### config.mk
export PLATFORM = sky130hd
export DESIGN_NAME = ad9361_spi_master
export DESIGN_NICKNAME = d
export VERILOG_FILES = /design/src/rtl/ad9361_pkg.sv /design/src/rtl/ad9361_spi_master.sv
export SDC_FILE = /design/constraint.sdc
export NUM_CORES = 1
export LEC_CHECK = 0
export BUFFER_PORTS_ARGS = -buffer_cell sky130_fd_sc_hd__buf_2
export CAP_MARGIN = 5
export CORE_ASPECT_RATIO = 1.1
export CORE_MARGIN = 1.5
export CORE_UTILIZATION = 50
export CTS_CLUSTER_DIAMETER = 50
export DETAILED_ROUTE_END_ITERATION = 16
export GPL_TIMING_DRIVEN = 0
export PLACE_DENSITY = 0.74
export SLEW_MARGIN = 5
export SYNTH_ARGS = -nofsm -noshare
export SYNTH_HDL_FRONTEND = slang
export SYNTH_SLANG_ARGS = --single-unit
export TNS_END_PERCENT = 30
### constraint.sdc
create_clock -name clk -period 2 [get_ports clk]
set_input_delay 0.2 -clock clk [delete_from_list [all_inputs] [get_ports clk]]
set_output_delay 0.2 -clock clk [all_outputs]
set_load 0.02 [all_outputs]
### src/rtl/ad9361_pkg.sv
// Shared AD9361 SPI definitions: frame layout, FSM state codes and a frame builder.
package ad9361_pkg;

  localparam int unsigned FRAME_W  = 24;
  localparam int unsigned WRB_BIT  = 23;
  localparam int unsigned NB_MSB   = 22;
  localparam int unsigned NB_LSB   = 20;
  localparam logic [2:0]  NB_ONE   = 3'b000;
  localparam int unsigned ADDR_W   = 10;
  localparam int unsigned ADDR_MSB = 17;
  localparam int unsigned ADDR_LSB = 8;
  localparam int unsigned DATA_W   = 8;
  localparam int unsigned DATA_MSB = 7;
  localparam int unsigned DATA_LSB = 0;

  // FSM state encoding
  typedef logic [2:0] spi_state_t;
  localparam spi_state_t ST_IDLE  = 3'd0;
  localparam spi_state_t ST_SETUP = 3'd1;
  localparam spi_state_t ST_SHIFT = 3'd2;
  localparam spi_state_t ST_HOLD  = 3'd3;
  localparam spi_state_t ST_GAP   = 3'd4;

  // Assemble a single-byte instruction frame; reads carry a zero data byte
  function automatic logic [FRAME_W-1:0] build_frame(input logic              wr,
                                                     input logic [ADDR_W-1:0] addr,
                                                     input logic [DATA_W-1:0] data);
    logic [FRAME_W-1:0] f;
    f                      = '0;
    f[WRB_BIT]             = wr;
    f[NB_MSB:NB_LSB]       = NB_ONE;
    f[ADDR_MSB:ADDR_LSB]   = addr;
    f[DATA_MSB:DATA_LSB]   = wr ? data : '0;
    return f;
  endfunction

endpackage

### src/rtl/ad9361_spi_master.sv
// Single-transaction SPI master for AD9361 single-byte register writes and reads.
module ad9361_spi_master
  import ad9361_pkg::*;
#(
  parameter int unsigned CLK_DIV  = 2,
  parameter int unsigned CS_SETUP = 2,
  parameter int unsigned CS_HOLD  = 2,
  parameter int unsigned IDLE_GAP = 4
) (
  input  logic       clk,
  input  logic       rst,
  input  logic       spi_wr_req,
  input  logic [9:0] spi_wr_addr,
  input  logic [7:0] spi_wr_data,
  output logic       spi_wr_end,
  input  logic       spi_rd_req,
  input  logic [9:0] spi_rd_addr,
  output logic [7:0] spi_rd_data,
  output logic       spi_rd_end,
  output logic       busy,
  output logic       spi_csn,
  output logic       spi_clk,
  output logic       spi_mosi,
  input  logic       spi_miso
);

  localparam int unsigned BIT_PERIOD = 2 * CLK_DIV;
  localparam int unsigned MAX_A      = (CS_SETUP > CS_HOLD) ? CS_SETUP : CS_HOLD;
  localparam int unsigned MAX_B      = (IDLE_GAP > BIT_PERIOD) ? IDLE_GAP : BIT_PERIOD;
  localparam int unsigned CNT_MAX    = (MAX_A > MAX_B) ? MAX_A : MAX_B;
  localparam int unsigned CNT_W      = $clog2(CNT_MAX);
  localparam int unsigned BIT_W      = $clog2(FRAME_W);

  spi_state_t         state_q, state_d;
  logic [CNT_W-1:0]   cnt_q, cnt_d;
  logic [BIT_W-1:0]   bit_q, bit_d;
  logic [FRAME_W-1:0] sr_q, sr_d;
  logic               is_wr_q, is_wr_d;
  logic [7:0]         rd_data_q, rd_data_d;
  logic               wr_end_q, wr_end_d;
  logic               rd_end_q, rd_end_d;
  logic               busy_q, busy_d;
  logic               csn_q, csn_d;
  logic               sclk_q, sclk_d;
  logic               mosi_q, mosi_d;

  // Next-state logic; pin values are derived from the next state so they register cleanly
  always_comb begin
    state_d   = state_q;
    cnt_d     = cnt_q;
    bit_d     = bit_q;
    sr_d      = sr_q;
    is_wr_d   = is_wr_q;
    rd_data_d = rd_data_q;
    wr_end_d  = 1'b0;
    rd_end_d  = 1'b0;

    case (state_q)
      ST_IDLE: begin
        if (spi_wr_req) begin
          sr_d    = build_frame(1'b1, spi_wr_addr, spi_wr_data);
          is_wr_d = 1'b1;
          cnt_d   = '0;
          state_d = ST_SETUP;
        end else if (spi_rd_req) begin
          sr_d    = build_frame(1'b0, spi_rd_addr, 8'h00);
          is_wr_d = 1'b0;
          cnt_d   = '0;
          state_d = ST_SETUP;
        end
      end
      ST_SETUP: begin
        if (cnt_q == CNT_W'(CS_SETUP - 1)) begin
          cnt_d   = '0;
          bit_d   = '0;
          state_d = ST_SHIFT;
        end else begin
          cnt_d = cnt_q + CNT_W'(1);
        end
      end
      ST_SHIFT: begin
        // Last cycle of the high phase: capture MISO and advance the outgoing bit
        if (cnt_q == CNT_W'(BIT_PERIOD - 1)) begin
          sr_d  = {sr_q[FRAME_W-2:0], spi_miso};
          cnt_d = '0;
          if (bit_q == BIT_W'(FRAME_W - 1)) begin
            state_d = ST_HOLD;
          end else begin
            bit_d = bit_q + BIT_W'(1);
          end
        end else begin
          cnt_d = cnt_q + CNT_W'(1);
        end
      end
      ST_HOLD: begin
        if (cnt_q == CNT_W'(CS_HOLD - 1)) begin
          cnt_d   = '0;
          state_d = ST_GAP;
        end else begin
          cnt_d = cnt_q + CNT_W'(1);
        end
      end
      ST_GAP: begin
        if (cnt_q == CNT_W'(IDLE_GAP - 1)) begin
          cnt_d   = '0;
          state_d = ST_IDLE;
          if (is_wr_q) begin
            wr_end_d = 1'b1;
          end else begin
            rd_end_d  = 1'b1;
            rd_data_d = sr_q[7:0];
          end
        end else begin
          cnt_d = cnt_q + CNT_W'(1);
        end
      end
      default: begin
        cnt_d   = '0;
        state_d = ST_IDLE;
      end
    endcase

    busy_d = (state_d != ST_IDLE);
    csn_d  = !((state_d == ST_SETUP) || (state_d == ST_SHIFT) || (state_d == ST_HOLD));
    sclk_d = (state_d == ST_SHIFT) && (cnt_d >= CNT_W'(CLK_DIV));
    mosi_d = ((state_d == ST_SETUP) || (state_d == ST_SHIFT)) ? sr_d[FRAME_W-1] : 1'b0;
  end

  // State and output registers with synchronous reset
  always_ff @(posedge clk) begin
    if (rst) begin
      state_q   <= ST_IDLE;
      cnt_q     <= '0;
      bit_q     <= '0;
      sr_q      <= '0;
      is_wr_q   <= 1'b0;
      rd_data_q <= 8'h00;
      wr_end_q  <= 1'b0;
      rd_end_q  <= 1'b0;
      busy_q    <= 1'b0;
      csn_q     <= 1'b1;
      sclk_q    <= 1'b0;
      mosi_q    <= 1'b0;
    end else begin
      state_q   <= state_d;
      cnt_q     <= cnt_d;
      bit_q     <= bit_d;
      sr_q      <= sr_d;
      is_wr_q   <= is_wr_d;
      rd_data_q <= rd_data_d;
      wr_end_q  <= wr_end_d;
      rd_end_q  <= rd_end_d;
      busy_q    <= busy_d;
      csn_q     <= csn_d;
      sclk_q    <= sclk_d;
      mosi_q    <= mosi_d;
    end
  end

  assign spi_wr_end  = wr_end_q;
  assign spi_rd_end  = rd_end_q;
  assign spi_rd_data = rd_data_q;
  assign busy        = busy_q;
  assign spi_csn     = csn_q;
  assign spi_clk     = sclk_q;
  assign spi_mosi    = mosi_q;

endmodule
---- Yosys cells after proc, flatten, opt, wreduce, memory -nomap -nowiden ----
Index checks and enable logic that the tools add are counted.
W data, S select, Z words.
word-level totals
  word-level logic and storage cells ...... 76
  output and inout bits ................... 14
  bits in registers ....................... 49
cells by class
  reduce and logical (&&, ||, !) cells .... 17
  equal/unequal tests ..................... 14
  bitwise operators ....................... 4
  order comparisons ....................... 1
  muxes and demuxes ....................... 25
  add/sub/neg operators ................... 2
operators by type and width
  cell                   number
  $mux W24               3
  $pmux W24 S2           1
  $mux W3                7
  $mux W5                3
  $pmux W3 S5            1
  $eq A3 B2 Y1 const B   4
  $pmux W5 S2            1
  $mux W2                4
  $eq A3 B1 Y1 const B   2
  $ne A2 B2 Y1 const B   3
  $pmux W2 S3            1
  $reduce_and A3 Y1      2
  $reduce_bool A2 Y1     3
  $reduce_or A2 Y1       3
  $add A5 B1 Y5 const B  1
  $eq A5 B5 Y1 const B   1
  $mux W1                4
  $not A1 Y1             4
  $reduce_and A4 Y1      1
  $eq A3 B3 Y1 const B   1
  $logic_not A3 Y1       1
  $ne A3 B3 Y1 const B   1
  $reduce_bool A3 Y1     1
  $reduce_or A3 Y1       1
  8 further kinds        9

---- Depth between registers and ports, before layout ----
  depth in word-level cells ............... 8
  depth in mapped cells ................... 8

---- Worst setup path before layout ----
No wires, ideal clock.
  path type ............................... flip-flop to flip-flop
  start point ............................. register cnt_q[0]
  end point ............................... register sr_q[14]
  required time ........................... 1.868 ns
  period minus slack after synthesis ...... 1.635 ns
  data arrival time ....................... 1.503 ns
  cell stages (with the launch flop) ...... 8
  path slack .............................. 0.365 ns
  buffers on the path ..................... 2
  path through ............................ dfxtp_1 -> ha_1 -> and4bb_1 -> buf_6 -> buf_6 -> a221o_1 -> a21oi_1 -> nor3_1
on the way
  word-level cells in the longest chain between the ends .. 3
RTL lines
  what                                RTL line                  RTL
  start, declared                     ad9361_spi_master.sv:35   logic [CNT_W-1:0] cnt_q, cnt_d;
  start signal, assigned              ad9361_spi_master.sv:146  cnt_q <= cnt_d;
  $eq A2 B2 Y1                        ad9361_spi_master.sv:83   if (cnt_q == CNT_W'(BIT_PERIOD - 1)) begin
  $ne A2 B2 Y1 (no source line)       n/a
  $reduce_and A3 Y1 (no source line)  n/a
  end signal, assigned                ad9361_spi_master.sv:148  sr_q <= sr_d;
  end, declared                       ad9361_spi_master.sv:37   logic [FRAME_W-1:0] sr_q, sr_d;
Every way passes these cells.
A chain may end at the register's enable or synchronous reset.

---- Final worst setup path ----
  start point ............................. register cnt_q[0]
  end point ............................... register sr_q[4]
The elaborated chain is that of the path after synthesis.

==> impl_results.md <==
- Via Count: 1,850
- Yosys warnings: 0
- Power per cell area: 882.4 nW/um^2
- Number of synthesized flops with an enable pin: 0
- CTS tree: done
- Clk_skew: 0.001770 ns
- Final TNS setup: 0 ns
- RSZ-0062 raised after global routing: no
- Port-buffer cells: 46
- Prevailing post-synth register cell: dfxtp_1
- Most used cell along the critical path: buf_4
- PostCTS Resize Cnt: 0
- Hold-fix buffers, CTS: 0
- CORE AREA: 4024 sq um
- Gate power share: 19.1%
- Nets: 317
- Final critical-path share of the clock period: 95.27%
- DRC viols: 0
- Worst-path clk slew: 0.08 ns
- Syn nets: 264
- Effective utilization at floorplan: 52.86%
- DP HPWL: 3334 microns
- Vias in the first global route: 1,732
- Design area: 2539 sq um
- Clock power frac: 32.2%
- Synthesized area per cell: 9.370 sq um
- DIE WIDTH: 65.19 microns
- Diode count: 0
- Layout cells sized above 1: 25.27%
- IO Count: 47
- Library cells used by synthesis: 44
- Fin cells: 333
- Clk_lat worst skew: 0.29 ns
- Min Hold Slack: 0.1393 ns
- Register area: 980.9 sq um
- H-tree depth: 2
- Seq pwr share: 48.7%
- Postcts setup bufs: 0
- Final ANT Viol Nets: 0
- Row count: 24
- Final min period: 1.905 ns
- TritonCTS Sinks: 49
- Final GP Congestion: 0.7898
- Total gr overflow: 0
- Area grow syn2layout: 19.35%
- Ys async rst share: 0%
- Post-synthesis register bit count: 49
- Largest stage delay, worst path: 0.39 ns
- Setup Viol. Count Final: 0
- Mapped Cells: 227
- Multi-input gate area: 1042 sq um
- Hold Path Depth: 3
- Slowest-stage cell, CP: dfxtp_1
- Inst Count DP: 325
- Internal: 1.642 mW
- Sequential-to-total area share from yosys stat: 46.12%
- Die area: 4655 sq um
- R2R cell count: 7
- Worst Path Required: 2.18 ns
- R2R setup slack: 0.09 ns
- Crit path launch type: flip-flop
- DR WL/cell: 13.95 microns
- Worst VDD drop: 463.4 uV
- Clock root buffer: clkbuf_8
- Max Clk Rate: 0.5248 GHz
- Pin count of the biggest net entering global routing: 15
- Drt total wl: 4645 microns
- Net switching power: 0.5985 mW
- Total of fill cells in the finished design: 372
- First-pass GRT wire length: 7817 microns
- Actual slew at the worst max-slew pin: 0.4363 ns
- Mapped Area: 2127 sq um
- CTS Buffer Depth: 2
- Number of buffers created by CTS: 5
- All-Layer GR Usage: 21.69%
- Max_cap viols: 0
- Crit path capture type: flip-flop
- Fin. max-slew vios: 0
- Die height: 71.41 microns
- Routed vias/inst: 5.556
- Outcome: finished clean
- Kind of critical path: reg -> reg
- Drt initial violations: 98
- Worst Path Max Fanout: 10
- Placement Cell Area: 2422 sq um
- CP Cell Sequence: ha_1 -> nand2b_1 -> nand3_2 -> buf_4 -> buf_4 -> a222oi_1 -> nor2_1
- Drt pass-1 iters: 7
- Switching Fraction: 26.72%
- Hold Fails Final Rpt: 0
- Slew headroom: 70.91%
- Crit path arrival time: 2.08 ns
- Initial antenna violation count: 0
- Hold Path Class: in -> reg
- LEAKAGE: 1.066 nW
- Pwr Total: 2.240 mW
-- registers in the layout (all words and copies together), names as in the netlist --
register	flops
bit_q	5
busy	1
cnt_q	2
is_wr_q	1
spi_clk	1
spi_csn	1
spi_mosi	1
spi_rd_data	8
spi_rd_end	1
spi_wr_end	1
sr_q	24
state_q	3
-- critical path, delay by kind of cell, from the launching register on --
family | cells | cell delay, ns
AO/OA/AOI/OAI | 1 | 0.34
adder cells (fa/ha/maj) | 1 | 0.30
flip-flops | 1 | 0.39
AND/OR/NAND/NOR | 3 | 0.37
buffers and inverters | 2 | 0.38
-- layer usage --
layer / global-route usage [%] / vias to the layer above / share of wire [%]
li1: - / 929 / -
met2: 34.81 / 64 / 44
met4: 7.639 / 0 / 1.7
met1: 27.98 / 848 / 46
met5: 0 / - / 0
met3: 6.279 / 9 / 7.5
-- power groups by stage --
stage	clock (mW)	combinational, mW	sequential (mW)
3_3_place_gp	0	0.422	1.11
4_1_cts	0.742	0.428	1.09
3_5_place_dp	0	0.426	1.11
6_report	0.722	0.428	1.09
2_1_floorplan	0	0.305	1.11
5_1_grt	0.787	0.480	1.10
-- cell families after synthesis --
family / Yosys count / synth area share (%)
AND/OR/NAND/NOR: 90 / 21.00
multiplexers: 10 / 4.706
buffers and inverters: 18 / 4.881
AO/OA/AOI/OAI: 50 / 18.47
adder cells (fa/ha/maj): 4 / 2.353
flip-flops: 49 / 46.12
XOR/XNOR: 6 / 2.471
-- worst paths after layout --
path	startpoint	endpoint
max	cnt_q[0]	sr_q[4]
max reg2reg	cnt_q[0]	sr_q[4]
min	spi_wr_data[6]	sr_q[6]
min reg2reg	sr_q[23]	sr_q[23]
-- cell usage in the layout, fill, tap and decap left out, types with 2 or more instances in the layout --
cell,instances
a21oi_1,13
xnor2_1,2
nand4_1,2
xor2_1,4
and2_1,3
mux2i_1,10
buf_6,3
nor3_1,11
o21ai_0,2
o32ai_1,2
a22oi_1,6
nand2_1,5
nor2_1,48
a221o_1,9
inv_1,3
nand3_1,2
a222oi_1,9
a31oi_1,2
clkbuf_1,5
buf_4,2
dfxtp_1,49
nand2b_1,5
ha_1,4
and3_1,2
or2_2,2
buf_2,51
clkbuf_8,6
-- metrics by stage --
step	util, %	worst slack [ns]
2_1_floorplan	-	0.3654
3_5_place_dp	60.20	0.1731
4_1_cts	63.09	0.1341
3_3_place_gp	60.20	0.2178
6_report	63.09	0.09458
5_1_grt	63.09	0.03161
-- cells in the mapped netlist (2+ instances only) --
master	number	share of area, %
nand3_1	2	0.47
mux2i_1	10	4.7
a22oi_1	6	2.1
and2_1	3	0.88
and3_1	2	0.59
ha_1	4	2.4
clkbuf_1	4	0.71
a21oi_1	13	3.1
inv_1	3	0.53
dfxtp_1	49	46
buf_2	5	1.2
buf_4	2	0.71
xnor2_1	2	0.82
a221o_1	9	4.2
or2_2	2	0.59
nand2b_1	5	1.5
o21ai_0	2	0.47
buf_6	3	1.6
nor2_1	48	8.5
o32ai_1	2	0.82
nand2_1	5	0.88
nor3_1	11	2.6
a31oi_1	2	0.59
nand4_1	2	0.59
xor2_1	4	1.6
a222oi_1	9	4.2
-- layout make-up --
type	instances	share of cell area (%)
plain buffers	15	3.647
flip-flops and latches	49	38.64
multi-input cells	160	41.05
clock buffers	7	3.401
repair buffers	46	9.069
clock inverters	1	1.183
well taps	52	2.563
inverters	3	0.4436
Power figures use the tool's default switching activity.
